==> config.mk <==
export PLATFORM = sky130hd
export DESIGN_NAME = cmp_serial_pipe
export DESIGN_NICKNAME = d
export VERILOG_FILES = /design/src/rtl/cmp_serial_pipe.sv
export SDC_FILE = /design/constraint.sdc
export NUM_CORES = 1
export LEC_CHECK = 0
export ABC_AREA = 0
export BUFFER_PORTS_ARGS = -buffer_cell sky130_fd_sc_hd__buf_2
export CORE_ASPECT_RATIO = 1.4
export CORE_MARGIN = 3
export CORE_UTILIZATION = 49
export DETAILED_ROUTE_END_ITERATION = 7
export PLACE_DENSITY = 0.76
export SETUP_SLACK_MARGIN = 0.2
export SYNTH_ARGS = -nofsm -noshare
export SYNTH_HDL_FRONTEND = slang
export SYNTH_SLANG_ARGS = --single-unit
==> constraint.sdc <==
create_clock -name clk -period 3.02 [get_ports clk]
set_input_delay 0.302 -clock clk [delete_from_list [all_inputs] [get_ports clk]]
set_output_delay 0.302 -clock clk [all_outputs]
set_load 0.01 [all_outputs]
==> src/rtl/cmp_serial_pipe.sv <==
// cmp_serial_pipe: multi-cycle magnitude comparator for the ALU/branch-unit datapath.
// Walks the latched operands one CHUNK-bit slice per cycle, MSB slice first, and
// reports unsigned-less, signed-less and equal together behind a valid/ready pair.
// The signed result is derived from the unsigned slice decision plus the two sign
// bits, so no subtractor is needed anywhere.
module cmp_serial_pipe #(
    parameter  int WIDTH      = 32,
    parameter  int CHUNK      = 8,
    parameter  int EARLY_EXIT = 1,
    localparam int NCHUNK     = WIDTH / CHUNK,
    localparam int CW         = $clog2(NCHUNK + 1)
) (
    input  logic             clk,
    input  logic             rst,
    input  logic             in_valid,
    output logic             in_ready,
    input  logic [WIDTH-1:0] a,
    input  logic [WIDTH-1:0] b,
    output logic             out_valid,
    input  logic             out_ready,
    output logic             ul,
    output logic             sl,
    output logic             eq,
    output logic [CW-1:0]    chunks_used
);

    // Reject illegal geometries at elaboration time.
    if (WIDTH < 2) begin : g_bad_width
        $error("cmp_serial_pipe: WIDTH must be >= 2");
    end
    if ((CHUNK < 1) || ((WIDTH % CHUNK) != 0)) begin : g_bad_chunk
        $error("cmp_serial_pipe: WIDTH must be a multiple of CHUNK");
    end

    typedef enum logic [1:0] {
        S_IDLE = 2'd0,
        S_BUSY = 2'd1,
        S_DONE = 2'd2
    } state_t;

    state_t            r_state;
    state_t            w_state_nxt;
    logic              w_accept;
    logic              w_finish;

    logic [WIDTH-1:0]  r_a;
    logic [WIDTH-1:0]  r_b;
    logic [CW-1:0]     r_idx;
    logic              r_decided;
    logic              r_ul_u;

    logic              r_out_valid;
    logic              r_ul;
    logic              r_sl;
    logic              r_eq;
    logic [CW-1:0]     r_cu;

    logic [CHUNK-1:0]  w_a_slice;
    logic [CHUNK-1:0]  w_b_slice;
    logic              w_slice_diff;
    logic              w_decided_now;
    logic              w_ul_now;
    logic              w_last_slice;
    logic              w_done_cond;
    logic              w_sign_diff;

    // Select the slice addressed by r_idx (slice 0 is the most significant one).
    always_comb begin
        w_a_slice = {CHUNK{1'b0}};
        w_b_slice = {CHUNK{1'b0}};
        for (int k = 0; k < NCHUNK; k++) begin
            w_a_slice = w_a_slice | (r_a[WIDTH-1-k*CHUNK -: CHUNK] & {CHUNK{r_idx == CW'(k)}});
            w_b_slice = w_b_slice | (r_b[WIDTH-1-k*CHUNK -: CHUNK] & {CHUNK{r_idx == CW'(k)}});
        end
    end

    assign w_slice_diff  = (w_a_slice != w_b_slice);
    assign w_decided_now = r_decided | w_slice_diff;
    // Only the first differing slice decides; later slices cannot change the outcome.
    assign w_ul_now      = r_decided ? r_ul_u : (w_slice_diff & (w_a_slice < w_b_slice));
    assign w_last_slice  = (r_idx == CW'(NCHUNK - 1));
    assign w_done_cond   = ((EARLY_EXIT != 0) && w_slice_diff) || w_last_slice;
    // Differing sign bits invert the unsigned verdict to give the signed one.
    assign w_sign_diff   = r_a[WIDTH-1] ^ r_b[WIDTH-1];

    // State register.
    always_ff @(posedge clk or posedge rst) begin
        if (rst) begin
            r_state <= S_IDLE;
        end else begin
            r_state <= w_state_nxt;
        end
    end

    // Next-state logic and transaction strobes.
    always_comb begin
        w_state_nxt = r_state;
        w_accept    = 1'b0;
        w_finish    = 1'b0;
        case (r_state)
            S_IDLE: begin
                if (in_valid) begin
                    w_accept    = 1'b1;
                    w_state_nxt = S_BUSY;
                end else begin
                    w_state_nxt = S_IDLE;
                end
            end
            S_BUSY: begin
                if (w_done_cond) begin
                    w_finish    = 1'b1;
                    w_state_nxt = S_DONE;
                end else begin
                    w_state_nxt = S_BUSY;
                end
            end
            S_DONE: begin
                if (out_ready) begin
                    w_state_nxt = S_IDLE;
                end else begin
                    w_state_nxt = S_DONE;
                end
            end
            default: begin
                w_state_nxt = S_IDLE;
            end
        endcase
    end

    // Operand latch, slice walker and running first-difference decision.
    always_ff @(posedge clk or posedge rst) begin
        if (rst) begin
            r_a       <= {WIDTH{1'b0}};
            r_b       <= {WIDTH{1'b0}};
            r_idx     <= {CW{1'b0}};
            r_decided <= 1'b0;
            r_ul_u    <= 1'b0;
        end else if (w_accept) begin
            r_a       <= a;
            r_b       <= b;
            r_idx     <= {CW{1'b0}};
            r_decided <= 1'b0;
            r_ul_u    <= 1'b0;
        end else if (r_state == S_BUSY) begin
            r_decided <= w_decided_now;
            r_ul_u    <= w_ul_now;
            if (!w_finish) begin
                r_idx <= r_idx + CW'(1);
            end else begin
                r_idx <= r_idx;
            end
        end else begin
            r_idx <= r_idx;
        end
    end

    // Result registers: loaded on the finishing slice, held until the next finish.
    always_ff @(posedge clk or posedge rst) begin
        if (rst) begin
            r_out_valid <= 1'b0;
            r_ul        <= 1'b0;
            r_sl        <= 1'b0;
            r_eq        <= 1'b0;
            r_cu        <= {CW{1'b0}};
        end else if (w_finish) begin
            r_out_valid <= 1'b1;
            r_ul        <= w_ul_now;
            r_eq        <= ~w_decided_now;
            r_sl        <= w_decided_now & (w_ul_now ^ w_sign_diff);
            r_cu        <= r_idx + CW'(1);
        end else if ((r_state == S_DONE) && out_ready) begin
            r_out_valid <= 1'b0;
        end else begin
            r_out_valid <= r_out_valid;
        end
    end

    assign in_ready    = (r_state == S_IDLE);
    assign out_valid   = r_out_valid;
    assign ul          = r_ul;
    assign sl          = r_sl;
    assign eq          = r_eq;
    assign chunks_used = r_cu;

endmodule

==> flow_metrics.tcl, run 1 <==
set metrics [dict create \
    tightestPinTransition_ps 649 \
    fmax_ghz 0.339 \
    grt_overflow 0 \
    finalPower_uw 4450 \
    hold_buffers 0 \
    final.period_utilization 0.976 \
    async_flop_share 1.00 \
    crit_top_cell "ha_4" \
    ios 76 \
    wl_per_cell_um 19.0 \
    slowest_stage "o311ai_0" \
    syn_area_per_cell_sq_um 13.2 \
    nets 453 \
    reg2regPathDepth 12 \
    route.detailed.drc 0 \
    ys_ff_latch 78 \
    synthTopCellsByArea "dfrtp_1 54%, mux2_2 20%, ha_1 4.5%" \
    regToRegSetupSlack_ps 70 \
    synth_edf_count 0 \
    worstPathRequired_ps 3270 \
    drive_gt1_frac 0.614 \
    synthFlopType "dfrtp_1" \
    final_util 0.677 \
    dieArea_sq_um 8450 \
    cp.arrival_ps 3190 \
    finalMaxSlewViolations 0 \
    cp-start-kind "flop" \
    fp-row-count 36 \
    drt_wl_total_mm 8.93 \
    initial_core_util 0.510 \
    clockBufferDepth 2 \
    skew_ps 9.07 \
    setup_ws_ps 73.7 \
    slew_headroom 0.567 \
    cts.sinks 78 \
    post_drt_via_cell_ratio 5.49 \
    die_w_um 78.5 \
    grt_use_total 0.196 \
    slowest_delay_ps 570 \
    period_minus_slack_ps 2950 \
    power_density_nw_per_um2 929 \
    portBuffers 75 \
    syn_area_sq_um 3610 \
    hold_violations 0 \
    numCtsBuffers 9 \
    peakVddDrop_v 0.000500 \
    power.static_leakage_uw 0.00212 \
    via_count 2587 \
    clkTransAtPathRegs_ps 80 \
    setup_viol 0 \
    status "finished clean" \
    crit_type "flop to flop" \
    r2r-start "r_idx[0]$_DFFE_PP0P_" \
    cap_violations 0 \
    grt_max_degree 40 \
    hpwlAfterDp_mm 5.55 \
    synth_cell_types 33 \
    drt_iter0_drc 118 \
    syn_inst 273 \
    seq_area_frac_synth 0.541 \
    crit_fanout 7 \
    worstSetupStartpoint "r_idx[0]$_DFFE_PP0P_" \
    hold_path_class "input pin to async pin" \
    grt_pass1_wl_mm 12.5 \
    antenna_found_initial 0 \
    dp_slack_ps -475 \
    synth_nets 354 \
    cp_cell_sequence "buf_6 > ha_4 > ha_4 > buf_4 > a22oi_2 > nand2_1 > ha_4 > nand2b_4 > a2111oi_4 > o311ai_0 > nand2_1 > a22o_1" \
    core-area_sq_um 7070 \
    synth_top_area_share 0.541 \
    r2r-end "r_ul_u$_DFFE_PP0P_" \
    worstSetupEndpointType "flop" \
    grt_pass1_vias 2607 \
    htreeDepth 3 \
    antenna_left 0 \
    place.gp.congestion 0.852 \
    cts_tree "yes" \
    die_y_um 108 \
    rsz0062_at_grt "yes" \
    synth_top_area_cell "dfrtp_1" \
    yosys_warnings 0 \
    critPathCapture "r_ul_u$_DFFE_PP0P_" \
    diodes 0 \
    first_pass_iters 4 \
    root_buffer "clkbuf_8" \
    area_growth_pct 32.7 \
    clkLatencyLatePin_ps 360 \
]
timing repair:
| item | 4_1_cts | 5_1_grt |
|---|---|---|
| gates cloned | 1 | 2 |
| resized for setup | 10 | 47 |
| pin swaps | 9 | 25 |
| buffers inserted | 3 | 13 |
| setup endpoints to repair | 14 | 13 |
routing by layer:
metal	wire (um)	part of all wire	track usage	up-vias
met2	4920	0.55	0.344	77
met4	317	0.035	0.0950	0
met3	375	0.042	0.0394	24
li1	-	-	-	1201
met5	0	0	0	-
met1	3320	0.37	0.224	1285
per-stage QoR:
| stage | TNS (ps) | instance area (sq um) | hold WS [ps] | instances |
|---|---|---|---|---|
| 6_report | 0 | 4790 | 30.7 | 471 |
| 3_5_place_dp | -4220 | 4100 | 431 | 437 |
| 2_1_floorplan | 0 | 3610 | 409 | 273 |
| 4_1_cts | 0 | 4360 | 49.2 | 456 |
| 3_3_place_gp | -3050 | 4100 | 419 | 437 |
| 5_1_grt | 0 | 4790 | 78.7 | 471 |
cell usage after synthesis (2+ instances only):
master	instances
a221oi_1	8
buf_2	6
mux2_2	65
nand4_1	2
inv_1	7
o21a_1	2
nor2_1	7
clkbuf_1	7
nor2b_1	3
xnor2_1	3
a21oi_1	3
nand2_1	18
nand2b_1	3
buf_4	2
a22o_1	9
dfrtp_1	78
ha_1	13
a22oi_1	16
o21ai_0	7
cells in the final DEF (no fill, tap or decap), types with 2 or more instances in the layout:
cell	netlist	layout
a21oi_1	3	3
a221oi_2	0	4
a221oi_4	0	3
a22o_1	9	9
a22oi_1	16	7
a22oi_2	0	9
buf_12	0	2
buf_2	6	75
buf_4	2	20
buf_6	1	5
clkbuf_8	0	10
clkinv_2	0	4
dfrtp_1	78	77
ha_2	0	2
ha_4	0	10
inv_1	7	5
inv_2	0	2
mux2_2	65	65
nand2_1	18	16
nand2_2	0	2
nand2b_1	3	2
nand4_1	2	2
nor2_1	7	7
nor2b_4	0	5
o21a_1	2	2
o21ai_0	7	7
xnor2_1	3	2
final cells by class:
| class | count | area (sq um) |
|---|---|---|
| fillers | 493 | 2280 |
| well taps | 95 | 119 |
| inverters | 7 | 26.3 |
| clock inverters | 5 | 50.0 |
| multi-input cells | 174 | 1880 |
| repair buffers | 102 | 622 |
| flip-flops and latches | 78 | 1950 |
| clock buffers | 10 | 138 |
worst min-delay path by stage:
stage              start              endpoint  slack, ps  cells past startpoint
2_1_floorplan  out_ready  r_state[1]$_DFF_PP0_        410                      1
3_3_place_gp         rst   r_a[19]$_DFFE_PP0P_        420                      2
3_5_place_dp         rst   r_a[19]$_DFFE_PP0P_        430                      2
4_1_cts              rst   r_a[21]$_DFFE_PP0P_         50                      2
5_1_grt              rst   r_a[23]$_DFFE_PP0P_         80                      2
6_report             rst   r_a[19]$_DFFE_PP0P_         30                      2
logic make-up (layout without fill, tap and decap cells):
group           after synthesis  after routing  share of synthesized area
compound gates               52             52                      0.118
xor+xnor                      3              3                    0.00728
fa+ha+maj                    13             13                     0.0451
buf+inv                      23            124                     0.0302
flops                        78             78                      0.541
mux                          67             67                      0.209
simple gates                 37             39                     0.0503
critical path, delay by kind of cell (launching register included):
family                     cells  cell delay [ps]
DFF                            1              420
and+or+nand+nor                3              390
adders and majority gates      3              620
buffers and inverters          2              330
AOI/OAI and AO/OA              4             1070
flip-flops by register name (all words and copies together) (netlist names):
name	count
r_b	32
sl	1
r_state	2
r_decided	1
r_idx	3
eq	1
r_a	32
out_valid	1
r_ul_u	1
ul	1
chunks_used	3
power breakdown:
group | internal, uW | switching (uW) | leakage, uW | total, uW
sequential | 1540 | 379 | 0.000930 | 1910
clock | 394 | 363 | 0.000102 | 756
combinational | 1020 | 762 | 0.00109 | 1780
total | 2950 | 1500 | 0.00212 | 4450
(Power assumes the default switching activity.)
==> inputs of run 2 (changes only) <==
--- a/config.mk
+++ b/config.mk
@@ -11,7 +11,9 @@
 export CORE_MARGIN = 3
 export CORE_UTILIZATION = 49
 export DETAILED_ROUTE_END_ITERATION = 7
+export MAX_ROUTING_LAYER = met4
 export PLACE_DENSITY = 0.76
+export RECOVER_POWER = 100
 export SETUP_SLACK_MARGIN = 0.2
 export SYNTH_ARGS = -nofsm -noshare
 export SYNTH_HDL_FRONTEND = slang
==> run 2 against run 1 <==
Compared with the run above:
- the flow now finishes with violations (max-capacitance violations, max-slew violations)
- final area decreased by 0.65%
- sequential cell count is the same
- non-clock buffer count decreased by 1
- wire length is 0.11% lower
- total power is 0.18% lower
- sequential share of layout area increased by 0.27 points
- combinational power about the same
- sequential power is essentially flat
- critical path depth unchanged
- largest power group unchanged
- register-to-register slack better by 40 ps
- via count down 0.19%
- cell count decreased by 0.21%
==> flow_metrics.tcl, run 2 (synthesis results as in run 1) <==
set metrics [dict create \
    diodes 0 \
    dieArea_sq_um 8450 \
    global_route.usage.met3 0.0377 \
    post_dp_cell_area_sq_um 4100 \
    violations "max-capacitance violations, max-slew violations" \
    cap_violations 1 \
    initial_core_util 0.510 \
    portBuffers 75 \
    busiest_layer "met2" \
    numCtsBuffers 9 \
    die_w_um 78.5 \
    area_growth_pct 31.8 \
    htreeDepth 3 \
    worstSetupEndpointType "flop" \
    setup_viol 0 \
    skew_ps 8.46 \
    drive_gt1_frac 0.581 \
    grt_use_met2 0.344 \
    cp.arrival_ps 3170 \
    slew_headroom -0.0103 \
    status "finished with violations" \
    fmax_ghz 0.344 \
    grt_use_total 0.202 \
    grt_pass1_wl_mm 12.5 \
    hold_path_class "input pin to flop" \
    peakVddDrop_v 0.000555 \
    tightestPinTransition_ps 1520 \
    final_cell_mix "77 x dfrtp_1, 67 x buf_2, 65 x mux2_2" \
    period_minus_slack_ps 2900 \
    antenna_found_initial 0 \
    power_density_nw_per_um2 934 \
    antenna_left 0 \
    root_buffer "clkbuf_8" \
    crit_fanout 4 \
    cp-start-kind "flop" \
    wl_per_cell_um 19.0 \
    drt_wl_total_mm 8.92 \
    clkLatencyLatePin_ps 360 \
    place.gp.congestion 0.866 \
    fp-row-count 36 \
    clkTransAtPathRegs_ps 80 \
    design_area_sq_um 4760 \
    final_common_cell "dfrtp_1" \
    clockBufferDepth 2 \
    grt_max_degree 40 \
    grt_overflow 0 \
    dp_slack_ps -475 \
    use_met1 0.227 \
    hpwlAfterDp_mm 5.55 \
    ios 76 \
    via_count 2582 \
    rsz0062_at_grt "yes" \
    final.period_utilization 0.962 \
    power.static_leakage_uw 0.00208 \
    cts_tree "yes" \
    grt_pass1_vias 2605 \
    nets 452 \
    drt_iter0_drc 151 \
    setup_ws_ps 116 \
    finalPower_uw 4440 \
    reg_top3 "r_a x32, r_b x32" \
    first_pass_iters 4 \
    route.detailed.drc 0 \
    crit_type "flop to flop" \
    core-area_sq_um 7070 \
    cts.sinks 78 \
    hold_violations 0 \
    post_drt_via_cell_ratio 5.49 \
    worstPathRequired_ps 3290 \
    die_y_um 108 \
    holdWs_ps 157 \
    finalMaxSlewViolations 30 \
]
-- run 2: power breakdown --
group	switching [uW]	total [uW]	internal, uW
clock network	363	756	394
registers	383	1920	1530
logic	759	1770	1010
-- run 2: timing repair --
action / 4_1_cts / 5_1_grt
gates cloned: 1 / 2
resized for setup: 10 / 47
endpoints found under the setup margin: 14 / 13
pin swaps: 9 / 25
hold buffers: 0 / 0
buffers inserted: 3 / 12
-- run 2: final cells by class --
class | instances | area [sq um]
clock inverters | 5 | 50.0
multi-input cells | 174 | 1880
repair buffers | 101 | 591
fillers | 505 | 2310
clock buffers | 10 | 138
flip-flops and latches | 78 | 1950
well taps | 95 | 119
inverters | 7 | 26.3
-- run 2: path summary, 6_finish.rpt --
| path | cells after the start | endpoint | from | slack [ps] |
|---|---|---|---|---|
| setup / recovery | 12 | r_idx[2]$_DFFE_PP0P_ | r_idx[0]$_DFFE_PP0P_ | 120 |
| hold / removal | 2 | r_state[1]$_DFF_PP0_ | out_ready | 160 |
| setup reg to reg | 12 | r_idx[2]$_DFFE_PP0P_ | r_idx[0]$_DFFE_PP0P_ | 120 |
| hold reg to reg | 2 | ul$_DFFE_PP0P_ | ul$_DFFE_PP0P_ | 490 |
| max in group asynchronous | 3 | r_idx[2]$_DFFE_PP0P_ | rst | 890 |
| min in group asynchronous | 2 | r_a[21]$_DFFE_PP0P_ | rst | 250 |
-- run 2: routing by layer --
layer,part of all wire,vias up,routed length [um]
met2,0.55,79,4890
met5,0,-,0
li1,-,1199,-
met4,0.034,0,306
met3,0.041,24,364
met1,0.38,1280,3360
-- run 2: critical path, stage by stage (launching register included) --
cell,delay (ps)
dfrtp_1,420
buf_6,150
ha_4,160
ha_4,160
buf_4,160
a22oi_2,180
nand2_1,120
ha_4,280
nand4_1,150
or2_4,330
nor3_4,270
mux2_4,340
nor2_1,100
-- run 2: metrics by stage --
| stage | utilization | instances | TNS (ps) |
|---|---|---|---|
| final | 0.673 | 470 | 0 |
| after detailed placement | 0.580 | 437 | -4220 |
| after global placement | 0.580 | 437 | -3050 |
| after floorplan | - | 273 | 0 |
| after global routing | 0.673 | 470 | -4.68 |
| after CTS | 0.617 | 456 | 0 |
